File: src/rtl/dpctrl_pkg.sv
// Shared types for the datapath control sequencer: opcodes, FSM states
// and the latched command bundle.
package dpctrl_pkg;

    localparam int DP_ADDR_W = 3;
    localparam int DP_CNT_W  = 4;

    localparam logic [1:0] OP_NOP  = 2'b00;
    localparam logic [1:0] OP_LOAD = 2'b01;
    localparam logic [1:0] OP_EXEC = 2'b10;
    localparam logic [1:0] OP_OUT  = 2'b11;

    typedef enum logic [2:0] {
        S_IDLE,
        S_LOAD,
        S_READ,
        S_WRITE,
        S_OUT,
        S_DONE
    } state_e;

    typedef struct packed {
        logic [1:0]           op;
        logic [DP_ADDR_W-1:0] rd;
        logic [DP_ADDR_W-1:0] ra;
        logic [DP_ADDR_W-1:0] rb;
        logic [1:0]           alu;
        logic                 shift;
        logic [DP_CNT_W-1:0]  cnt;
    } cmd_t;

endpackage

File: src/rtl/dpctrl_cmd_queue.sv
// Two-entry command FIFO placed in front of the sequencer FSM.
// A push into a full FIFO is taken only when a pop happens in the same cycle.
module dpctrl_cmd_queue
    import dpctrl_pkg::*;
(
    input  logic clk_i,
    input  logic rst_i,
    input  logic push_i,
    input  cmd_t data_i,
    input  logic pop_i,
    output cmd_t data_o,
    output logic empty_o,
    output logic full_o
);

    cmd_t       mem_q [2];
    logic       wr_ptr_q;
    logic       rd_ptr_q;
    logic [1:0] cnt_q;
    logic       do_push;
    logic       do_pop;

    assign empty_o = (cnt_q == 2'd0);
    assign full_o  = (cnt_q == 2'd2);
    assign data_o  = mem_q[rd_ptr_q];

    assign do_pop  = pop_i && !empty_o;
    assign do_push = push_i && (!full_o || do_pop);

    always_ff @(posedge clk_i) begin
        if (rst_i) begin
            wr_ptr_q <= 1'b0;
            rd_ptr_q <= 1'b0;
            cnt_q    <= 2'd0;
        end else begin
            if (do_push) begin
                mem_q[wr_ptr_q] <= data_i;
                wr_ptr_q        <= ~wr_ptr_q;
            end
            if (do_pop) begin
                rd_ptr_q <= ~rd_ptr_q;
            end
            cnt_q <= cnt_q + {1'b0, do_push} - {1'b0, do_pop};
        end
    end

endmodule

File: src/rtl/datapath_ctrl.sv
// Command sequencer driving the regfile/ALU/shifter datapath controls.
// Define DPCTRL_CMD_QUEUE_EN to add a 2-entry command FIFO ahead of the FSM.
module datapath_ctrl
    import dpctrl_pkg::*;
#(
    parameter int ADDR_WIDTH = DP_ADDR_W,
    parameter int CNT_WIDTH  = DP_CNT_W
) (
    input  logic                  CLK,
    input  logic                  RST,
    input  logic                  cmd_valid,
    output logic                  cmd_ready,
    input  logic [1:0]            cmd_op,
    input  logic [ADDR_WIDTH-1:0] cmd_rd,
    input  logic [ADDR_WIDTH-1:0] cmd_ra,
    input  logic [ADDR_WIDTH-1:0] cmd_rb,
    input  logic [1:0]            cmd_alu,
    input  logic                  cmd_shift,
    input  logic [CNT_WIDTH-1:0]  cmd_cnt,
    output logic                  IE,
    output logic                  WE,
    output logic [ADDR_WIDTH-1:0] WA,
    output logic                  REA,
    output logic [ADDR_WIDTH-1:0] RAA,
    output logic                  REB,
    output logic [ADDR_WIDTH-1:0] RAB,
    output logic [1:0]            alu_op,
    output logic                  shift_en,
    output logic                  OE,
    output logic                  busy,
    output logic                  done
);

    state_e                state_q, state_d;
    logic [ADDR_WIDTH-1:0] rd_q, rd_d;
    logic [ADDR_WIDTH-1:0] ra_q, ra_d;
    logic [ADDR_WIDTH-1:0] rb_q, rb_d;
    logic [1:0]            alu_q, alu_d;
    logic                  shift_q, shift_d;
    logic [CNT_WIDTH-1:0]  cnt_q, cnt_d;

    cmd_t                  cmd_in;
    cmd_t                  src;
    logic                  src_valid;
    logic                  accept;
    logic [CNT_WIDTH-1:0]  src_cnt;

    logic                  ie_d, we_d, rea_d, reb_d;
    logic                  shift_en_d, oe_d, busy_d, done_d;
    logic [ADDR_WIDTH-1:0] wa_d, raa_d, rab_d;
    logic [1:0]            alu_op_d;

    always_comb begin
        cmd_in       = '0;
        cmd_in.op    = cmd_op;
        cmd_in.rd    = DP_ADDR_W'(cmd_rd);
        cmd_in.ra    = DP_ADDR_W'(cmd_ra);
        cmd_in.rb    = DP_ADDR_W'(cmd_rb);
        cmd_in.alu   = cmd_alu;
        cmd_in.shift = cmd_shift;
        cmd_in.cnt   = DP_CNT_W'(cmd_cnt);
    end

`ifdef DPCTRL_CMD_QUEUE_EN
    logic q_push;
    logic q_empty;
    logic q_full;

    assign q_push    = cmd_valid && !q_full;
    assign src_valid = !q_empty;
    assign cmd_ready = !q_full;

    dpctrl_cmd_queue u_cmd_queue (
        .clk_i   (CLK),
        .rst_i   (RST),
        .push_i  (q_push),
        .data_i  (cmd_in),
        .pop_i   (accept),
        .data_o  (src),
        .empty_o (q_empty),
        .full_o  (q_full)
    );
`else
    logic ready_q;

    assign src       = cmd_in;
    assign src_valid = cmd_valid;
    assign cmd_ready = ready_q;

    // Ready mirrors "next state is IDLE" so it stays a flop output.
    always_ff @(posedge CLK) begin
        if (RST) begin
            ready_q <= 1'b1;
        end else begin
            ready_q <= (state_d == S_IDLE);
        end
    end
`endif

    assign accept  = (state_q == S_IDLE) && src_valid;
    assign src_cnt = CNT_WIDTH'(src.cnt);

    always_comb begin
        state_d = state_q;
        rd_d    = rd_q;
        ra_d    = ra_q;
        rb_d    = rb_q;
        alu_d   = alu_q;
        shift_d = shift_q;
        cnt_d   = cnt_q;
        unique case (state_q)
            S_IDLE: begin
                if (accept) begin
                    rd_d    = ADDR_WIDTH'(src.rd);
                    ra_d    = ADDR_WIDTH'(src.ra);
                    rb_d    = ADDR_WIDTH'(src.rb);
                    alu_d   = src.alu;
                    shift_d = src.shift;
                    cnt_d   = (src_cnt == '0) ? CNT_WIDTH'(1) : src_cnt;
                    unique case (src.op)
                        OP_LOAD: state_d = S_LOAD;
                        OP_EXEC: state_d = S_READ;
                        OP_OUT:  state_d = S_OUT;
                        default: state_d = S_DONE;
                    endcase
                end
            end
            S_LOAD:  state_d = S_DONE;
            S_READ:  state_d = S_WRITE;
            S_WRITE: begin
                if (cnt_q > CNT_WIDTH'(1)) begin
                    cnt_d   = cnt_q - CNT_WIDTH'(1);
                    state_d = S_READ;
                end else begin
                    state_d = S_DONE;
                end
            end
            S_OUT:   state_d = S_DONE;
            S_DONE:  state_d = S_IDLE;
            default: state_d = S_IDLE;
        endcase
    end

    // Controls are decoded from the state being entered, then registered.
    always_comb begin
        ie_d       = 1'b0;
        we_d       = 1'b0;
        wa_d       = '0;
        rea_d      = 1'b0;
        raa_d      = '0;
        reb_d      = 1'b0;
        rab_d      = '0;
        alu_op_d   = 2'b00;
        shift_en_d = 1'b0;
        oe_d       = 1'b0;
        done_d     = 1'b0;
        busy_d     = (state_d != S_IDLE);
        unique case (state_d)
            S_LOAD: begin
                ie_d = 1'b1;
                we_d = 1'b1;
                wa_d = rd_d;
            end
            S_READ, S_WRITE, S_OUT: begin
                rea_d      = 1'b1;
                reb_d      = 1'b1;
                raa_d      = ra_d;
                rab_d      = rb_d;
                alu_op_d   = alu_d;
                shift_en_d = shift_d;
                we_d       = (state_d == S_WRITE);
                oe_d       = (state_d == S_OUT);
                if (state_d != S_OUT) begin
                    wa_d = rd_d;
                end
            end
            S_DONE:  done_d = 1'b1;
            default: ;
        endcase
    end

    always_ff @(posedge CLK) begin
        if (RST) begin
            state_q  <= S_IDLE;
            rd_q     <= '0;
            ra_q     <= '0;
            rb_q     <= '0;
            alu_q    <= 2'b00;
            shift_q  <= 1'b0;
            cnt_q    <= '0;
            IE       <= 1'b0;
            WE       <= 1'b0;
            WA       <= '0;
            REA      <= 1'b0;
            RAA      <= '0;
            REB      <= 1'b0;
            RAB      <= '0;
            alu_op   <= 2'b00;
            shift_en <= 1'b0;
            OE       <= 1'b0;
            busy     <= 1'b0;
            done     <= 1'b0;
        end else begin
            state_q  <= state_d;
            rd_q     <= rd_d;
            ra_q     <= ra_d;
            rb_q     <= rb_d;
            alu_q    <= alu_d;
            shift_q  <= shift_d;
            cnt_q    <= cnt_d;
            IE       <= ie_d;
            WE       <= we_d;
            WA       <= wa_d;
            REA      <= rea_d;
            RAA      <= raa_d;
            REB      <= reb_d;
            RAB      <= rab_d;
            alu_op   <= alu_op_d;
            shift_en <= shift_en_d;
            OE       <= oe_d;
            busy     <= busy_d;
            done     <= done_d;
        end
    end

endmodule

File: config.mk
export PLATFORM = sky130hd
export DESIGN_NAME = datapath_ctrl
export DESIGN_NICKNAME = d
export VERILOG_FILES = /design/src/rtl/dpctrl_pkg.sv /design/src/rtl/dpctrl_cmd_queue.sv /design/src/rtl/datapath_ctrl.sv
export SDC_FILE = /design/constraint.sdc
export NUM_CORES = 1
export LEC_CHECK = 0
export ABC_AREA = 1
export BUFFER_PORTS_ARGS = -buffer_cell sky130_fd_sc_hd__buf_2
export CAP_MARGIN = 20
export CORE_MARGIN = 2
export CORE_UTILIZATION = 45
export DETAILED_ROUTE_END_ITERATION = 10
export GPL_TIMING_DRIVEN = 0
export HOLD_SLACK_MARGIN = 0.1
export PLACE_DENSITY = 0.77
export SLEW_MARGIN = 20
export SYNTH_ARGS = -nofsm -noshare
export SYNTH_HDL_FRONTEND = slang
export SYNTH_SLANG_ARGS = --single-unit
File: constraint.sdc
create_clock -name CLK -period 1.55 [get_ports CLK]
set_clock_uncertainty 0.2 [all_clocks]
set_input_delay 0.3875 -clock CLK [delete_from_list [all_inputs] [get_ports CLK]]
set_output_delay 0.3875 -clock CLK [all_outputs]
set_load 0.01 [all_outputs]
==> out/metrics.yaml <==
status: "finished with violations"
violations: "negative setup slack"
crit_fanout: 4
fmax_ghz: 0.566
arrival_ns: 1.80
maxSlewHeadroom: 0.680
yosys_warnings: 0
synth_area_per_cell_um2: 8.37
cts_tree: "yes"
synth_area_mm2: 0.00147
finalWorstSetupSlack_ns: -0.216
seq_area_frac_synth: 0.519
yosys-top-cells-count: "dfxtp_1 (38), nor2_1 (34), nand2_1 (33), inv_1 (22)"
grt_pass1_wl_um: 4720
synth_nets: 201
async_reset_ff_frac: 0
drc_errors: 0
p_leak_uw: 0.00107
clkTransAtPathRegs_ns: 0.10
clockRootBuffer: "clkbuf_4"
grt_max_degree: 11
ys.flop_type: "dfxtp_1"
area_delta_synth_final_pct: 37.7
place_hpwl_um: 1910
grt_pass1_vias: 1133
hold_path_class: "input pin to flop"
antenna_found_initial: 0
synthCells: 175
postLayoutCoreUtil: 0.656
critPathMaxStageDelay_ns: 0.39
crit_required_ns: 1.58
gp_congestion: 0.844
synth.most_common_cell: "dfxtp_1"
critPathKind: "flop to flop"
cts_sinks: 38
h-tree-depth: 2
power_uw: 2790
worstSetupEndpointType: "flop"
synth-edff-count: 0
io_pins: 41
path_cells: "inv_4, ha_4, nor2_4, nor2_4, nand2_4, nand2_2, nor2_4, buf_4, buf_6, nor2_4, nand2_1, nor2_1"
r2r_slack_ns: -0.22
yosys.area.top_type: "dfxtp_1"
synth_top_area_frac: 0.519
finalSetupViolations: 21
finalHoldViolCount: 0
nets: 263
start_util: 0.476
core_mm2: 0.00308
vias: 1278
die_area_mm2: 0.00373
grt.total_usage: 0.176
numCtsBuffers: 5
antenna_cells: 0
fp.dieW_um: 61.1
power.density_mw_per_mm2: 1380
io_buffer_count: 40
worst_setup_path_start_kind: "flop"
rsz0062_at_grt: "yes"
num_rows: 20
dr.pass1.iters: 4
cts_buffer_depth: 2
cpMaxStageDelayCell: "dfxtp_4"
drive_above_1_share: 0.380
layout_min_cycle_time_ns: 1.77
worst_pin_slew_ns: 0.480
routed_via_density: 4.55
worst_path_most_repeated_cell: "nor2_4"
ir_drop_v: 0.000556
yosys_register_bits: 38
routedWlPerCell_um: 10.9
die_h_um: 61.1
slew_viol_final: 0
synth_area_leaders: "dfxtp_1 (52%), nor2_1 (8.7%), nand2_1 (8.5%)"
clock_latency_ns: 0.33
synth_cell_types: 22
cap_violations: 0
routed_wl_um: 3070
drtAntennaViolNets: 0
drt-initial-drc-count: 26
finalCritPeriodShare: 1.14
grt_overflow: 0
[repair_timing]
action | 4_1_cts | 5_1_grt
endpoints found under the setup margin | 31 | 33
resized for setup | 18 | 11
hold buffers | 3 | 1
cloned | 1 | 0
setup buffers | 6 | 4
endpoints found under the hold margin | 5 | 1
pin swaps | 9 | 8
[worst max-delay path, delay by kind of cell, from the launching register on]
kind / cells / cell delay [ns]
fa+ha+maj: 1 / 0.16
buf+inv: 3 / 0.27
flops: 1 / 0.39
simple gates: 8 / 0.66
[power by group]
group | leakage (µW) | switching, µW | internal [µW]
Clock | 0.0000254 | 283 | 171
Combinational | 0.000727 | 626 | 488
Sequential | 0.000313 | 74.0 | 1150
Total | 0.00107 | 983 | 1810
[cells by family after synthesis]
| kind of cell | synth area share |
|---|---|
| adder cells (fa/ha/maj) | 0.0427 |
| multiplexers | 0.0615 |
| flip-flops | 0.519 |
| AO/OA/AOI/OAI | 0.0487 |
| AND/OR/NAND/NOR | 0.244 |
| XOR/XNOR | 0.0120 |
| buffers and inverters | 0.0717 |
[final cells by class]
| type | instances | area [µm²] |
|---|---|---|
| clock buffers | 7 | 45.0 |
| multi-input cells | 112 | 719 |
| plain buffers | 3 | 18.8 |
| inverters | 23 | 91.3 |
| flip-flops and latches | 38 | 769 |
| fillers | 271 | 1060 |
| well taps | 44 | 55.1 |
| repair buffers | 54 | 319 |
[registers in the layout, indices dropped and copies added, names as in the netlist]
register   flops
ra_q           3
alu_op         2
cnt_q          4
state_q        3
alu_q          2
OE             1
shift_q        1
cmd_ready      1
RAB            3
busy           1
done           1
rb_q           3
RAA            3
REB            1
rd_q           3
IE             1
WE             1
shift_en       1
WA             3
[through the flow]
stage	cells	area (µm²)	hold slack [ns]	worst slack, ns	setup TNS [ns]
after floorplan	175	1500	0.245	-0.0754	-0.627
after CTS	276	1940	0.104	-0.171	-1.86
after global placement	259	1750	0.257	-0.295	-4.87
final	281	2020	0.107	-0.216	-3.12
after global routing	281	2020	0.106	-0.289	-5.52
after detailed placement	259	1750	0.260	-0.307	-5.52
[per-layer routing]
metal  routed length, µm  global-route usage  part of all wire  vias up
li1                    -                   -                 -      660
met1                1310               0.207              0.43      575
met2                1540               0.272              0.50       34
met3                 128              0.0504             0.042        9
met4                  99               0.127             0.032        0
met5                   0                   0                 0        -
[path summary, 6_finish.rpt]
kind / start / endpoint / depth (start not counted)
worst max-delay path: cnt_q[0] / IE / 12
worst min-delay path: cmd_rb[1] / RAB[1] / 3
worst max register to register: cnt_q[0] / IE / 12
worst min register to register: cnt_q[3] / cnt_q[3] / 2
[cell usage in the layout (no fill, tap or decap), types with 4 or more instances in the layout]
| cell | count |
|---|---|
| dlygate4sd3_1 | 4 |
| nor2_4 | 8 |
| mux2i_1 | 9 |
| dfxtp_1 | 33 |
| inv_1 | 19 |
| buf_2 | 40 |
| nand3_1 | 4 |
| dfxtp_2 | 4 |
| buf_4 | 11 |
| nand2_1 | 30 |
| nor2_2 | 4 |
| clkbuf_4 | 5 |
| nor2_1 | 27 |
| o21ai_0 | 7 |
Note: power is estimated with default switching activity, not from simulation.
